**config.mk**
```make
export PLATFORM = sky130hd
export DESIGN_NAME = seq_divider
export DESIGN_NICKNAME = d
export VERILOG_FILES = /design/src/rtl/div_pkg.sv /design/src/rtl/seq_divider_step.sv /design/src/rtl/seq_divider.sv
export SDC_FILE = /design/constraint.sdc
export NUM_CORES = 1
export LEC_CHECK = 0
export BUFFER_PORTS_ARGS = -buffer_cell sky130_fd_sc_hd__clkbuf_2
export CAP_MARGIN = 20
export CELL_PAD_IN_SITES_DETAIL_PLACEMENT = 2
export CELL_PAD_IN_SITES_GLOBAL_PLACEMENT = 2
export CORE_AREA = 4 4 76 148
export DETAILED_ROUTE_END_ITERATION = 10
export DIE_AREA = 0 0 80 152
export GPL_ROUTABILITY_DRIVEN = 0
export HOLD_SLACK_MARGIN = 0.03
export PLACE_DENSITY = 0.78
export SYNTH_ARGS = -nofsm -noshare
export SYNTH_HDL_FRONTEND = slang
export SYNTH_SLANG_ARGS = --single-unit
```
**constraint.sdc**
```tcl
create_clock -name clk -period 2.8 [get_ports clk]
set_input_delay 0.28 -clock clk [delete_from_list [all_inputs] [get_ports clk]]
set_output_delay 0.28 -clock clk [all_outputs]
set_load 0.05 [all_outputs]
```
**src/rtl/div_pkg.sv**
```systemverilog
// Shared types and sizing helpers for the sequential divider.
// The FSM state encoding and the bit-counter width live here so every file agrees on them.
package div_pkg;

    typedef enum logic [1:0] {
        IDLE = 2'd0,
        CALC = 2'd1,
        DONE = 2'd2
    } div_state_t;

    localparam int DEFAULT_WIDTH = 8;
    localparam int DEFAULT_CNT_W = $clog2(DEFAULT_WIDTH);

    // Bits needed to count WIDTH-1 down to 0; WIDTH is at least 2, so this is never below 1.
    function automatic int cnt_width(input int width);
        return (width < 2) ? 1 : $clog2(width);
    endfunction

endpackage

```
**src/rtl/seq_divider_step.sv**
```systemverilog
// One restoring shift-subtract iteration: shift in the next dividend bit,
// trial-subtract the divisor, keep the difference only when it stays non-negative.
module div_step #(
    parameter int WIDTH = 8
) (
    input  logic [WIDTH:0]   i_prem,
    input  logic             i_bit,
    input  logic [WIDTH-1:0] i_dvs,
    output logic [WIDTH:0]   o_prem,
    output logic             o_q_bit
);
    logic [WIDTH+1:0] w_shifted;
    logic [WIDTH+1:0] w_diff;
    logic             w_neg;

    // One spare bit above the shifted value keeps the borrow visible as the sign.
    assign w_shifted = {i_prem, i_bit};
    assign w_diff    = w_shifted - {2'b00, i_dvs};
    assign w_neg     = w_diff[WIDTH+1];

    assign o_q_bit = ~w_neg;
    assign o_prem  = w_neg ? w_shifted[WIDTH:0] : w_diff[WIDTH:0];

endmodule

```
**src/rtl/seq_divider.sv**
```systemverilog
// Multi-cycle restoring divider, unsigned or two's-complement signed, one quotient bit per clock.
// Magnitudes are divided and the signs are applied to the results on the final iteration.
module seq_divider
    import div_pkg::*;
#(
    parameter int WIDTH = DEFAULT_WIDTH
) (
    input  logic             clk,
    input  logic             rst_n,
    input  logic             start,
    input  logic             is_signed,
    input  logic [WIDTH-1:0] dividend,
    input  logic [WIDTH-1:0] divisor,
    output logic             busy,
    output logic             done,
    output logic [WIDTH-1:0] quotient,
    output logic [WIDTH-1:0] remainder,
    output logic             div_by_zero
);
    localparam int CNT_W = cnt_width(WIDTH);
    localparam logic [CNT_W-1:0] CNT_LAST = CNT_W'(WIDTH - 1);

    div_state_t       r_state;
    div_state_t       w_state_next;

    logic [WIDTH:0]   r_prem;
    logic [WIDTH-1:0] r_dq;       // dividend bits shift out of the top, quotient bits shift in below
    logic [WIDTH-1:0] r_dvs_mag;
    logic             r_q_neg;
    logic             r_r_neg;
    logic             r_dz;
    logic [CNT_W-1:0] r_cnt;

    logic [WIDTH-1:0] r_quotient;
    logic [WIDTH-1:0] r_remainder;
    logic             r_div_by_zero;

    logic             w_accept;
    logic             w_last;
    logic             w_dvd_neg;
    logic             w_dvs_neg;
    logic             w_dvs_zero;
    logic [WIDTH-1:0] w_dvd_mag;
    logic [WIDTH-1:0] w_dvs_mag;
    logic [WIDTH:0]   w_prem_next;
    logic             w_q_bit;
    logic [WIDTH-1:0] w_q_mag;
    logic [WIDTH-1:0] w_r_mag;
    logic [WIDTH-1:0] w_q_fix;
    logic [WIDTH-1:0] w_r_fix;

    assign w_accept   = (r_state == IDLE) && start;
    assign w_last     = (r_cnt == '0);
    assign w_dvs_zero = (divisor == '0);
    assign w_dvd_neg  = is_signed & dividend[WIDTH-1];
    assign w_dvs_neg  = is_signed & divisor[WIDTH-1];
    assign w_dvd_mag  = w_dvd_neg ? (~dividend + 1'b1) : dividend;
    assign w_dvs_mag  = w_dvs_neg ? (~divisor + 1'b1) : divisor;

    div_step #(
        .WIDTH (WIDTH)
    ) u_step (
        .i_prem  (r_prem),
        .i_bit   (r_dq[WIDTH-1]),
        .i_dvs   (r_dvs_mag),
        .o_prem  (w_prem_next),
        .o_q_bit (w_q_bit)
    );

    // Most-negative / -1 yields magnitude 2^(WIDTH-1), which already reads back as the most-negative value.
    assign w_q_mag = {r_dq[WIDTH-2:0], w_q_bit};
    assign w_r_mag = w_prem_next[WIDTH-1:0];
    assign w_q_fix = r_q_neg ? (~w_q_mag + 1'b1) : w_q_mag;
    assign w_r_fix = r_r_neg ? (~w_r_mag + 1'b1) : w_r_mag;

    always_ff @(posedge clk or negedge rst_n) begin
        if (!rst_n) begin
            r_state <= IDLE;
        end else begin
            r_state <= w_state_next;
        end
    end

    always_comb begin
        w_state_next = r_state;
        case (r_state)
            IDLE:    if (start) w_state_next = CALC;
            CALC:    if (w_last) w_state_next = DONE;
            DONE:    w_state_next = IDLE;
            default: w_state_next = IDLE;
        endcase
    end

    // A zero divisor still spends a single CALC pass so done lands one cycle after the request.
    always_ff @(posedge clk or negedge rst_n) begin
        if (!rst_n) begin
            r_prem        <= '0;
            r_dq          <= '0;
            r_dvs_mag     <= '0;
            r_q_neg       <= 1'b0;
            r_r_neg       <= 1'b0;
            r_dz          <= 1'b0;
            r_cnt         <= '0;
            r_quotient    <= '0;
            r_remainder   <= '0;
            r_div_by_zero <= 1'b0;
        end else if (w_accept) begin
            r_prem        <= '0;
            r_dvs_mag     <= w_dvs_mag;
            r_q_neg       <= w_dvd_neg ^ w_dvs_neg;
            r_r_neg       <= w_dvd_neg;
            r_dz          <= w_dvs_zero;
            r_dq          <= w_dvs_zero ? dividend : w_dvd_mag;
            r_cnt         <= w_dvs_zero ? '0 : CNT_LAST;
            r_div_by_zero <= 1'b0;
        end else if (r_state == CALC) begin
            r_prem <= w_prem_next;
            r_dq   <= w_q_mag;
            r_cnt  <= r_cnt - 1'b1;
            if (w_last) begin
                if (r_dz) begin
                    r_quotient    <= '1;
                    r_remainder   <= r_dq;
                    r_div_by_zero <= 1'b1;
                end else begin
                    r_quotient    <= w_q_fix;
                    r_remainder   <= w_r_fix;
                    r_div_by_zero <= 1'b0;
                end
            end
        end
    end

    assign busy        = (r_state != IDLE);
    assign done        = (r_state == DONE);
    assign quotient    = r_quotient;
    assign remainder   = r_remainder;
    assign div_by_zero = r_div_by_zero;

endmodule

```
After elaboration in Yosys (flattened, before gate mapping)
Index checks and enable logic that the tools add are counted.

storage, ports and cells
  register bits = 50
  input port bits = 20
  output and inout port bits = 19
  word-level logic and storage cells = 62

cells by class
  $add $sub $neg = 6
  equal/unequal tests = 4
  multiplexer cells = 22
  bitwise logic cells = 9
  reduce and logical (&&, ||, !) cells = 10

operator list
  kind                                                                    count
  8-bit 2-to-1 mux                                                        9
  8-bit by 1-bit adder with 8-bit output (second input constant)          4
  8-bit NOT                                                               4
  9-bit 2-to-1 mux                                                        3
  10-bit by 8-bit subtractor with 10-bit output                           1
  3-bit 2-to-1 mux                                                        3
  8-bit logical NOT                                                       1
  2-bit nonzero test                                                      3
  1-bit 2-to-1 mux                                                        4
  2-bit 2-to-1 mux                                                        2
  2-bit != test (second input constant)                                   2
  2-bit one-hot mux with 2 select lines                                   1
  2-bit AND reduction                                                     2
  3-bit logical NOT                                                       1
  3-bit AND reduction                                                     1
  3-bit by 1-bit subtractor with 3-bit output (second input constant)     1
  1-bit bitwise AND                                                       2
  2-bit by 1-bit equality test with 1-bit output (second input constant)  1
  2-bit equality test (second input constant)                             1
  2-bit logical NOT                                                       1
  1-bit NOT                                                               2
  1-bit logical AND                                                       1
  1-bit bitwise XOR                                                       1

Logic depth before layout (Yosys ltp)
Gate-level depths: netlist of run 1.

  depth after elaboration = 6
  gate-level depth with buffers = 15
  depth with buffers taken out = 14

By module
A second synthesis of run 1 with hierarchy kept.

unflattened totals
  cells, all modules = 371
  area total of the unflattened synthesis = 3286.9 sq um

by module, submodules not included
  module       times used  cells each  area an instance (sq um)  sequential area each (sq um)
  seq_divider  1           299         2721.4                    1251.2
  div_step     1           72          565.5                     0.0

Worst setup path before layout of run 1
Ideal clock, no wire load.

  kind = register to register
  from = register r_prem[1]
  to = register r_remainder[6] (netlist: remainder[6])
  setup time = 126 ps
  arrival time = 2722 ps
  data required time = 2674 ps
  setup slack = -48 ps
  cell stages (with the launch flop) = 15
  path buffers = 1
  clock period less this slack = 2848 ps
  cell sequence = dfrtp_1 -> ha_1 -> nor2_1 -> a211oi_2 -> a21oi_2 -> xnor2_2 -> inv_2 -> buf_6 -> mux2i_1 -> ha_1 -> inv_1 -> o41ai_1 -> a31oi_1 -> mux2i_1 -> nand3_1

between the ends
  word-level cells in the longest chain between the ends = 6

ends and longest elaborated chain
  what                                           line                    source
  from (decl)                                    seq_divider.sv:26       logic [WIDTH:0] r_prem;
  from (signal assigned)                         seq_divider.sv:117      r_prem <= w_prem_next;
  10-bit by 8-bit subtractor with 10-bit output  seq_divider_step.sv:18  assign w_diff = w_shifted - {2'b00, i_dvs};
  9-bit 2-to-1 mux *                             seq_divider_step.sv:22  assign o_prem = w_neg ? w_shifted[WIDTH:0] : w_diff[WIDTH:0];
  8-bit NOT                                      seq_divider.sv:74       assign w_r_fix = r_r_neg ? (~w_r_mag + 1'b1) : w_r_mag;
  8-bit by 1-bit adder with 8-bit output         seq_divider.sv:74
  8-bit 2-to-1 mux *                             seq_divider.sv:74
  8-bit 2-to-1 mux *                             seq_divider.sv:121      if (r_dz) begin
  to (signal assigned)                           seq_divider.sv:123      r_remainder <= r_dq;
  to (signal assigned)                           seq_divider.sv:127      r_remainder <= w_r_fix;
  to (decl)                                      seq_divider.sv:35       logic [WIDTH-1:0] r_remainder;

Mark *: on every way between the ends. The rest lies on a longest branch, timed or not.
A chain may end at the register's enable or synchronous reset.

Final worst setup path of run 1
  from = register r_prem[0]
  to = register r_remainder[6] (netlist: remainder[6])

Same word-level chain as after synthesis.

==> results of run 1 <==
-- synthesized netlist by cell type, types with 5 or more instances --
master,number
nor2b_1,7
a31oi_1,5
xnor2_1,16
inv_1,22
a21oi_1,21
nand3_1,17
nor2_1,43
o21ai_0,32
mux2i_1,10
xor2_1,14
and3_1,7
a22oi_1,6
o31ai_1,5
dfrtp_1,50
nand2_1,39
ha_1,14
clkbuf_1,11
-- path summary, 6_finish.rpt --
check / from / depth (start not counted) / slack [ns] / to
hold reg to reg: quotient[5]$_DFFE_PN0P_ / 2 / 0.46 / quotient[5]$_DFFE_PN0P_
setup reg to reg: r_prem[0]$_DFFE_PN0P_ / 13 / -0.02 / remainder[6]$_DFFE_PN0P_
setup / recovery: r_prem[0]$_DFFE_PN0P_ / 13 / -0.02 / remainder[6]$_DFFE_PN0P_
min in group clk: dividend[1] / 3 / 0.27 / r_dq[1]$_DFFE_PN0P_
hold / removal: rst_n / 1 / 0.06 / quotient[0]$_DFFE_PN0P_
max in group asynchronous: rst_n / 2 / 2.06 / r_dq[5]$_DFFE_PN0P_
-- layout by cell type (no fill, tap or decap), types with 2 or more instances in the layout --
cell type and instances:
xor2_1 14, clkbuf_2 38, nand3_1 16, a221o_1 3, ha_4 5, nand2_1 38, xnor2_1 16, or3_1 2
ha_2 2, and2_1 2, nand2b_1 2, a21o_1 2, nor2_2 2, clkbuf_16 5, buf_4 33, inv_1 17
a31oi_1 5, nor3_1 3, inv_2 6, dfrtp_1 48, clkinv_2 2, and3_1 7, dfrtp_2 2, a21oi_2 5
ha_1 7, o31ai_1 5, nor2b_1 7, nor2_1 41, mux2i_1 8, a22oi_1 6, a21oi_1 20, o21ai_0 31
mux2i_2 2
-- routing by layer --
metal / vias up / GRT usage, %
met4: 0 / 9.589
met2: 50 / 35.56
met1: 1461 / 18.51
li1: 1380 / -
met5: - / 0
met3: 29 / 1.600
-- through the flow --
stage / setup TNS (ns) / setup slack [ns] / util (%) / std cells
after global placement: 0 / 0.07091 / 35.71 / 541
final: -0.01629 / -0.01629 / 39.18 / 563
after global routing: -0.4974 / -0.1672 / 39.18 / 563
after floorplan: -0.004268 / -0.004268 / - / 363
after detailed placement: -0.1675 / -0.07192 / 35.71 / 541
after CTS: 0 / 0.0005653 / 37.56 / 550
-- area by class of cell --
type                    count  share of cell area [%]
inverters                  23                   2.171
multi-input cells         276                   47.42
clock buffers               5                   3.147
flip-flops and latches     50                   31.53
clock inverters             3                  0.4720
well taps                 135                   4.248
repair buffers             71                   11.01
-- repair_timing --
action / in CTS / in global routing
pin swaps: 1 / 15
resized for setup: 8 / 18
setup endpoints to repair: 5 / 7
setup buffers: 1 / 14
-- critical path: stages, from the launching register on --
cell and delay, ns:
dfrtp_2 0.45, ha_4 0.29, nand2b_4 0.06, a211oi_4 0.26, a21oi_2 0.11, xnor2_2 0.16
inv_2 0.14, mux2i_2 0.26, ha_2 0.23, inv_2 0.06, o41ai_4 0.32, a31oi_1 0.10
mux2i_1 0.17, nand3_1 0.09
-- registers in the layout, summed over array words and instances (netlist names) --
register     cells
r_prem           9
quotient         8
r_dq             8
r_dvs_mag        8
remainder        8
r_cnt            3
r_state          2
div_by_zero      1
r_dz             1
r_q_neg          1
r_r_neg          1
-- cells by family after synthesis --
| logic type | Yosys count | synth area share (%) |
|---|---|---|
| AO/OA/AOI/OAI | 92 | 18.51 |
| XOR/XNOR | 31 | 8.877 |
| adder cells (fa/ha/maj) | 15 | 6.210 |
| buffers and inverters | 37 | 4.896 |
| flip-flops | 50 | 39.81 |
| multiplexers | 10 | 3.185 |
| AND/OR/NAND/NOR | 128 | 18.51 |
==> impl_metrics.env, run 1 <==
export IMPL_drc=0
export IMPL_synth_net_count=398
export IMPL_routed_wl_um=11090
export IMPL_slew_headroom_pct=37.45
export IMPL_synth_top_cell_by_area="dfrtp_1"
export IMPL_critical_path_class="reg -> reg"
export IMPL_ys_types=47
export IMPL_insertion_delay_ns=0.29
export IMPL_worst_hold_slack_ns=0.06242
export IMPL_design_area_um2=3976
export IMPL_row_count=52
export IMPL_status="complete, but fails checks"
export IMPL_grt_pass1_vias=3354
export IMPL_io_pins=39
export IMPL_nFillCells=1177
export IMPL_drv_slew=0
export IMPL_rsz0062_at_grt="yes"
export IMPL_path_clk_slew_ns=0.07
export IMPL_period_needed_ns=2.816
export IMPL_fin_worst_skew_ns=0.002494
export IMPL_setup_viol=1
export IMPL_drive_above_1_share_pct=27.10
export IMPL_die_h_um=152
export IMPL_yosys_warnings=0
export IMPL_placement_io_buffers=38
export IMPL_start_kind="register"
export IMPL_antenna_found_initial=0
export IMPL_crit_fanout=5
export IMPL_clock_sinks=50
export IMPL_grt_max_degree=35
export IMPL_regArea_um2=1254
export IMPL_top_layer="met4"
export IMPL_cts_made_buffers=5
export IMPL_m1WireLength_um=4057
export IMPL_ant_nets=0
export IMPL_hp_class="in -> async"
export IMPL_wl_per_cell_um=19.70
export IMPL_initial_core_util_pct=30.97
export IMPL_grt_total_usage_pct=18.42
export IMPL_clk_path_buf_depth=2
export IMPL_async_flop_share_pct=100.0
export IMPL_vias=2920
export IMPL_grt_overflow_total=0
export IMPL_multi_input_area_um2=1886
export IMPL_met2WireLength_um=6309
export IMPL_violations="negative setup slack"
export IMPL_crit_required_ns=2.98
export IMPL_hold_buffers=0
export IMPL_synth_area_leaders="dfrtp_1, ha_1, nor2_1, o21ai_0, nand2_1"
export IMPL_max_slew_worst_pin_slew_ns=0.9383
export IMPL_antenna_cells=0
export IMPL_h_tree_depth=2
export IMPL_syn_inst=363
export IMPL_yosysSeqAreaShare_pct=39.81
export IMPL_drv_cap=0
export IMPL_avgSynthCellArea_um2=8.658
export IMPL_hpwl_um=8234
export IMPL_synth_edf_count=0
export IMPL_fin_ws_ns=-0.01629
export IMPL_die_w_um=80
export IMPL_ys_flop_type="dfrtp_1"
export IMPL_core_um2=10150
export IMPL_fin_crit_sh_pct=100.6
export IMPL_grt_pass1_wl_um=17350
export IMPL_place_area_um2=3625
export IMPL_netlist_area_um2=3143
export IMPL_clock_fmax_mhz=355.1
export IMPL_hold_viol=0
export IMPL_drt_pass1_iterations=4
export IMPL_fp_dieArea_um2=12160
export IMPL_first_iter_violations=123
export IMPL_cts_root_buf="clkbuf_16"
export IMPL_fin_nets=462
export IMPL_cts_tree="built"
export IMPL_synth_top_area_share_pct=39.81
export IMPL_endpoint_kind="register"
export IMPL_critPathArrivalTime_ns=2.99
export IMPL_wl_met3_um=190
export IMPL_via_per_inst=5.187
export IMPL_synth_seq_cells=50
export IMPL_syn_to_final_growth_pct=26.51
Power of run 1 is not shown: default switching activity piles up to over one toggle a cycle in this logic, so the estimate is an artifact.
==> run 2: changes to the inputs <==
Settings changed: CORE_AREA 4 4 76 148 to 4 4 77 151, DIE_AREA 0 0 80 152 to 0 0 81 155, SYNTH_HIERARCHICAL set to 1.
==> run 2 against run 1 <==
Compared with the run above: highest routed layer unchanged; critical path type unchanged; flip-flop and latch count unchanged; clock skew increased by 0.0051 ns; utilization increased by 3.0 points; the flow still finishes with violations (negative setup slack); critical path depth decreased by 2; first-iteration DRC count decreased by 33%.
==> impl_metrics.env, run 2 <==
export IMPL_status="complete, but fails checks"
export IMPL_violations="negative setup slack"
export IMPL_drive_above_1_share_pct=33.11
export IMPL_drt_pass1_iterations=6
export IMPL_drv_slew=0
export IMPL_yosysSeqAreaShare_pct=38.07
export IMPL_hold_viol=0
export IMPL_synthSimpleGateAreaFrac_pct=20.29
export IMPL_synth_top_family_by_area="simple AND/OR/NAND/NOR gates"
export IMPL_grt_overflow_total=0
export IMPL_critical_path_class="reg -> reg"
export IMPL_syn_inst=371
export IMPL_hp_class="in -> reg"
export IMPL_pre_cts_ws_ns=-0.2973
export IMPL_syn_to_final_growth_pct=34.41
export IMPL_crit_required_ns=2.97
export IMPL_die_h_um=155
export IMPL_ant_nets=0
export IMPL_endpoint_kind="register"
export IMPL_busiest_layer="met2"
export IMPL_initial_core_util_pct=31.37
export IMPL_cts_made_buffers=5
export IMPL_crit_family="compound AO/OA/AOI/OAI gates"
export IMPL_max_stage_delay_ns=0.55
export IMPL_synth_area_leaders="dfrtp_1, nand2_1, ha_1, xnor2_1, o21ai_0"
export IMPL_clock_fmax_mhz=323.8
export IMPL_cp_cell_sequence="inv_2, ha_4, nand2b_4, a211oi_4, o21ai_2, a211o_4, mux2_4, or4_4, o21ai_2, xor2_1, o22ai_1"
export IMPL_slew_headroom_pct=30.43
export IMPL_crit_fanout=5
export IMPL_clock_sinks=50
export IMPL_ys_flop_type="dfrtp_1"
export IMPL_netlist_area_um2=3287
export IMPL_crit_path_top_delay_cell="or4_4"
export IMPL_grt_total_usage_pct=20.01
export IMPL_fp_dieArea_um2=12560
export IMPL_synth_net_count=406
export IMPL_synth_xor_area_share_pct=6.928
export IMPL_yosys_warnings=6
export IMPL_avgSynthCellArea_um2=8.860
export IMPL_layout_commonest_cell="nand2_1"
export IMPL_insertion_delay_ns=0.30
export IMPL_reg2reg_depth=11
export IMPL_fin_ws_ns=-0.2881
export IMPL_crit_path_frequent_cell="o21ai_2"
export IMPL_hpwl_um=8864
export IMPL_row_count=53
export IMPL_grt_max_degree=31
export IMPL_fin_nets=490
export IMPL_h_tree_depth=2
export IMPL_worst_hold_slack_ns=0.2540
export IMPL_muxShareOfSynthArea_pct=6.319
export IMPL_period_needed_ns=3.088
export IMPL_io_pins=39
export IMPL_synth_most_common_cell="nand2_1"
export IMPL_synth_edf_count=0
export IMPL_fin_crit_sh_pct=110.3
export IMPL_grt_pass1_wl_um=19200
export IMPL_worstHoldPathCells=3
export IMPL_antenna_found_initial=0
export IMPL_wl_per_cell_um=22.23
export IMPL_regMostFlops="r_prem"
export IMPL_ys_types=57
export IMPL_mostFrequentLayoutCells="nand2_1, dfrtp_1, buf_4, clkbuf_2"
export IMPL_antenna_cells=0
export IMPL_max_slew_worst_pin_slew_ns=1.044
export IMPL_clk_path_buf_depth=2
export IMPL_via_per_inst=5.413
export IMPL_grtUsageMet3_pct=2.433
export IMPL_setup_viol=7
export IMPL_path_clk_slew_ns=0.07
export IMPL_fin_worst_skew_ns=0.007561
export IMPL_worstReg2RegEnd="remainder[5]$_DFFE_PN0P_"
export IMPL_ys_top_cells_by_count="nand2_1, dfrtp_1, inv_1, o21ai_0, nor2_1"
export IMPL_path_buf_inv=1
export IMPL_use_met2_pct=37.94
export IMPL_use_met1_pct=21.42
export IMPL_nFillCells=1196
export IMPL_core_um2=10480
export IMPL_placement_io_buffers=38
export IMPL_drc=0
export IMPL_start_kind="register"
export IMPL_grt_pass1_vias=3530
export IMPL_cp_endpoint="remainder[5]$_DFFE_PN0P_"
export IMPL_routed_wl_um=13180
export IMPL_cp_num_cells=11
export IMPL_synth_seq_cells=50
export IMPL_async_flop_share_pct=100.0
export IMPL_vias=3210
export IMPL_critPathArrivalTime_ns=3.26
export IMPL_synth_compound_area_share_pct=17.40
export IMPL_synth_top_area_share_pct=38.07
export IMPL_first_iter_violations=82
export IMPL_die_w_um=81
export IMPL_cts_tree="built"
export IMPL_r2r_start="r_dvs_mag[1]$_DFFE_PN0P_"
export IMPL_cp_startpoint="r_dvs_mag[1]$_DFFE_PN0P_"
export IMPL_cts_root_buf="clkbuf_16"
export IMPL_r2r_slack_ns=-0.29
export IMPL_largest_register_ffs=9
export IMPL_drv_cap=0
export IMPL_synth_top_cell_by_area="dfrtp_1"
export IMPL_rsz0062_at_grt="yes"
export IMPL_synth_adder_area_share_pct=5.938
run 2: changes by cell type in the layout (fill, tap and decap cells not counted), sizes merged, moves of 6 or more:
| cell | before | now |
|---|---|---|
| a21boi | 1 | 7 |
| a21oi | 25 | 19 |
| a22oi | 6 | 0 |
| buf | 33 | 55 |
| mux2 | 0 | 7 |
| nand2 | 39 | 56 |
| nor2 | 43 | 22 |
| nor3 | 3 | 9 |
| o21ai | 33 | 24 |
run 2: repair_timing:
item                                    in CTS  in global routing
endpoints found under the setup margin      10                 11
pin swaps                                    9                 10
setup buffers                                4                  9
hold buffers                                 1                  0
gates resized for setup                     25                 21
endpoints found under the hold margin       20                  0
run 2: worst min-delay path by stage:
stage,startpoint,to,slack (ns)
6_report,dividend[7],r_dq[7]$_DFFE_PN0P_,0.25
4_1_cts,dividend[7],r_dq[7]$_DFFE_PN0P_,0.25
3_3_place_gp,rst_n,quotient[5]$_DFFE_PN0P_,0.28
3_5_place_dp,rst_n,quotient[5]$_DFFE_PN0P_,0.29
5_1_grt,is_signed,r_q_neg$_DFFE_PN0P_,0.29
2_1_floorplan,rst_n,div_by_zero$_DFFE_PN0P_,-0.02
run 2: layer usage:
metal,vias to the layer above,share of wire (%)
met5,-,0
met4,0,4.3
li1,1453,-
met1,1664,36
met3,32,1.7
met2,61,58
run 2: cells by family after synthesis:
logic type | Yosys count
AND/OR/NAND/NOR | 135
buffers and inverters | 41
XOR/XNOR | 26
multiplexers | 18
flip-flops | 50
adder cells (fa/ha/maj) | 15
AO/OA/AOI/OAI | 86
run 2: stage by stage:
| step | std cells | setup TNS (ns) | instance area, µm² | utilization, % |
|---|---|---|---|---|
| after floorplan | 371 | -0.04325 | 3344 | - |
| after global placement | 571 | -0.5348 | 3945 | 37.65 |
| after detailed placement | 571 | -1.871 | 3945 | 37.65 |
| after CTS | 584 | -0.2919 | 4260 | 40.66 |
| after global routing | 593 | -1.769 | 4418 | 42.17 |
| final | 593 | -0.9839 | 4418 | 42.17 |
run 2: final cells by class:
type                    instances  area (µm²)  area share, %
flip-flops and latches         50        1252          28.35
well taps                     137       171.4          3.880
repair buffers                 94       635.6          14.39
multi-input cells             280        2095          47.41
clock inverters                 3       48.80          1.105
clock buffers                   5       125.1          2.832
inverters                      24       90.09          2.039
run 2: worst register-to-register path, delay by kind of cell, from the launching register on:
| kind | cells | cell delay [ns] |
|---|---|---|
| flops | 1 | 0.42 |
| simple gates | 2 | 0.61 |
| xor+xnor | 1 | 0.20 |
| mux | 1 | 0.35 |
| fa+ha+maj | 1 | 0.28 |
| compound gates | 5 | 1.03 |
| buf+inv | 1 | 0.08 |
Power of run 2 is left out for the same reason.
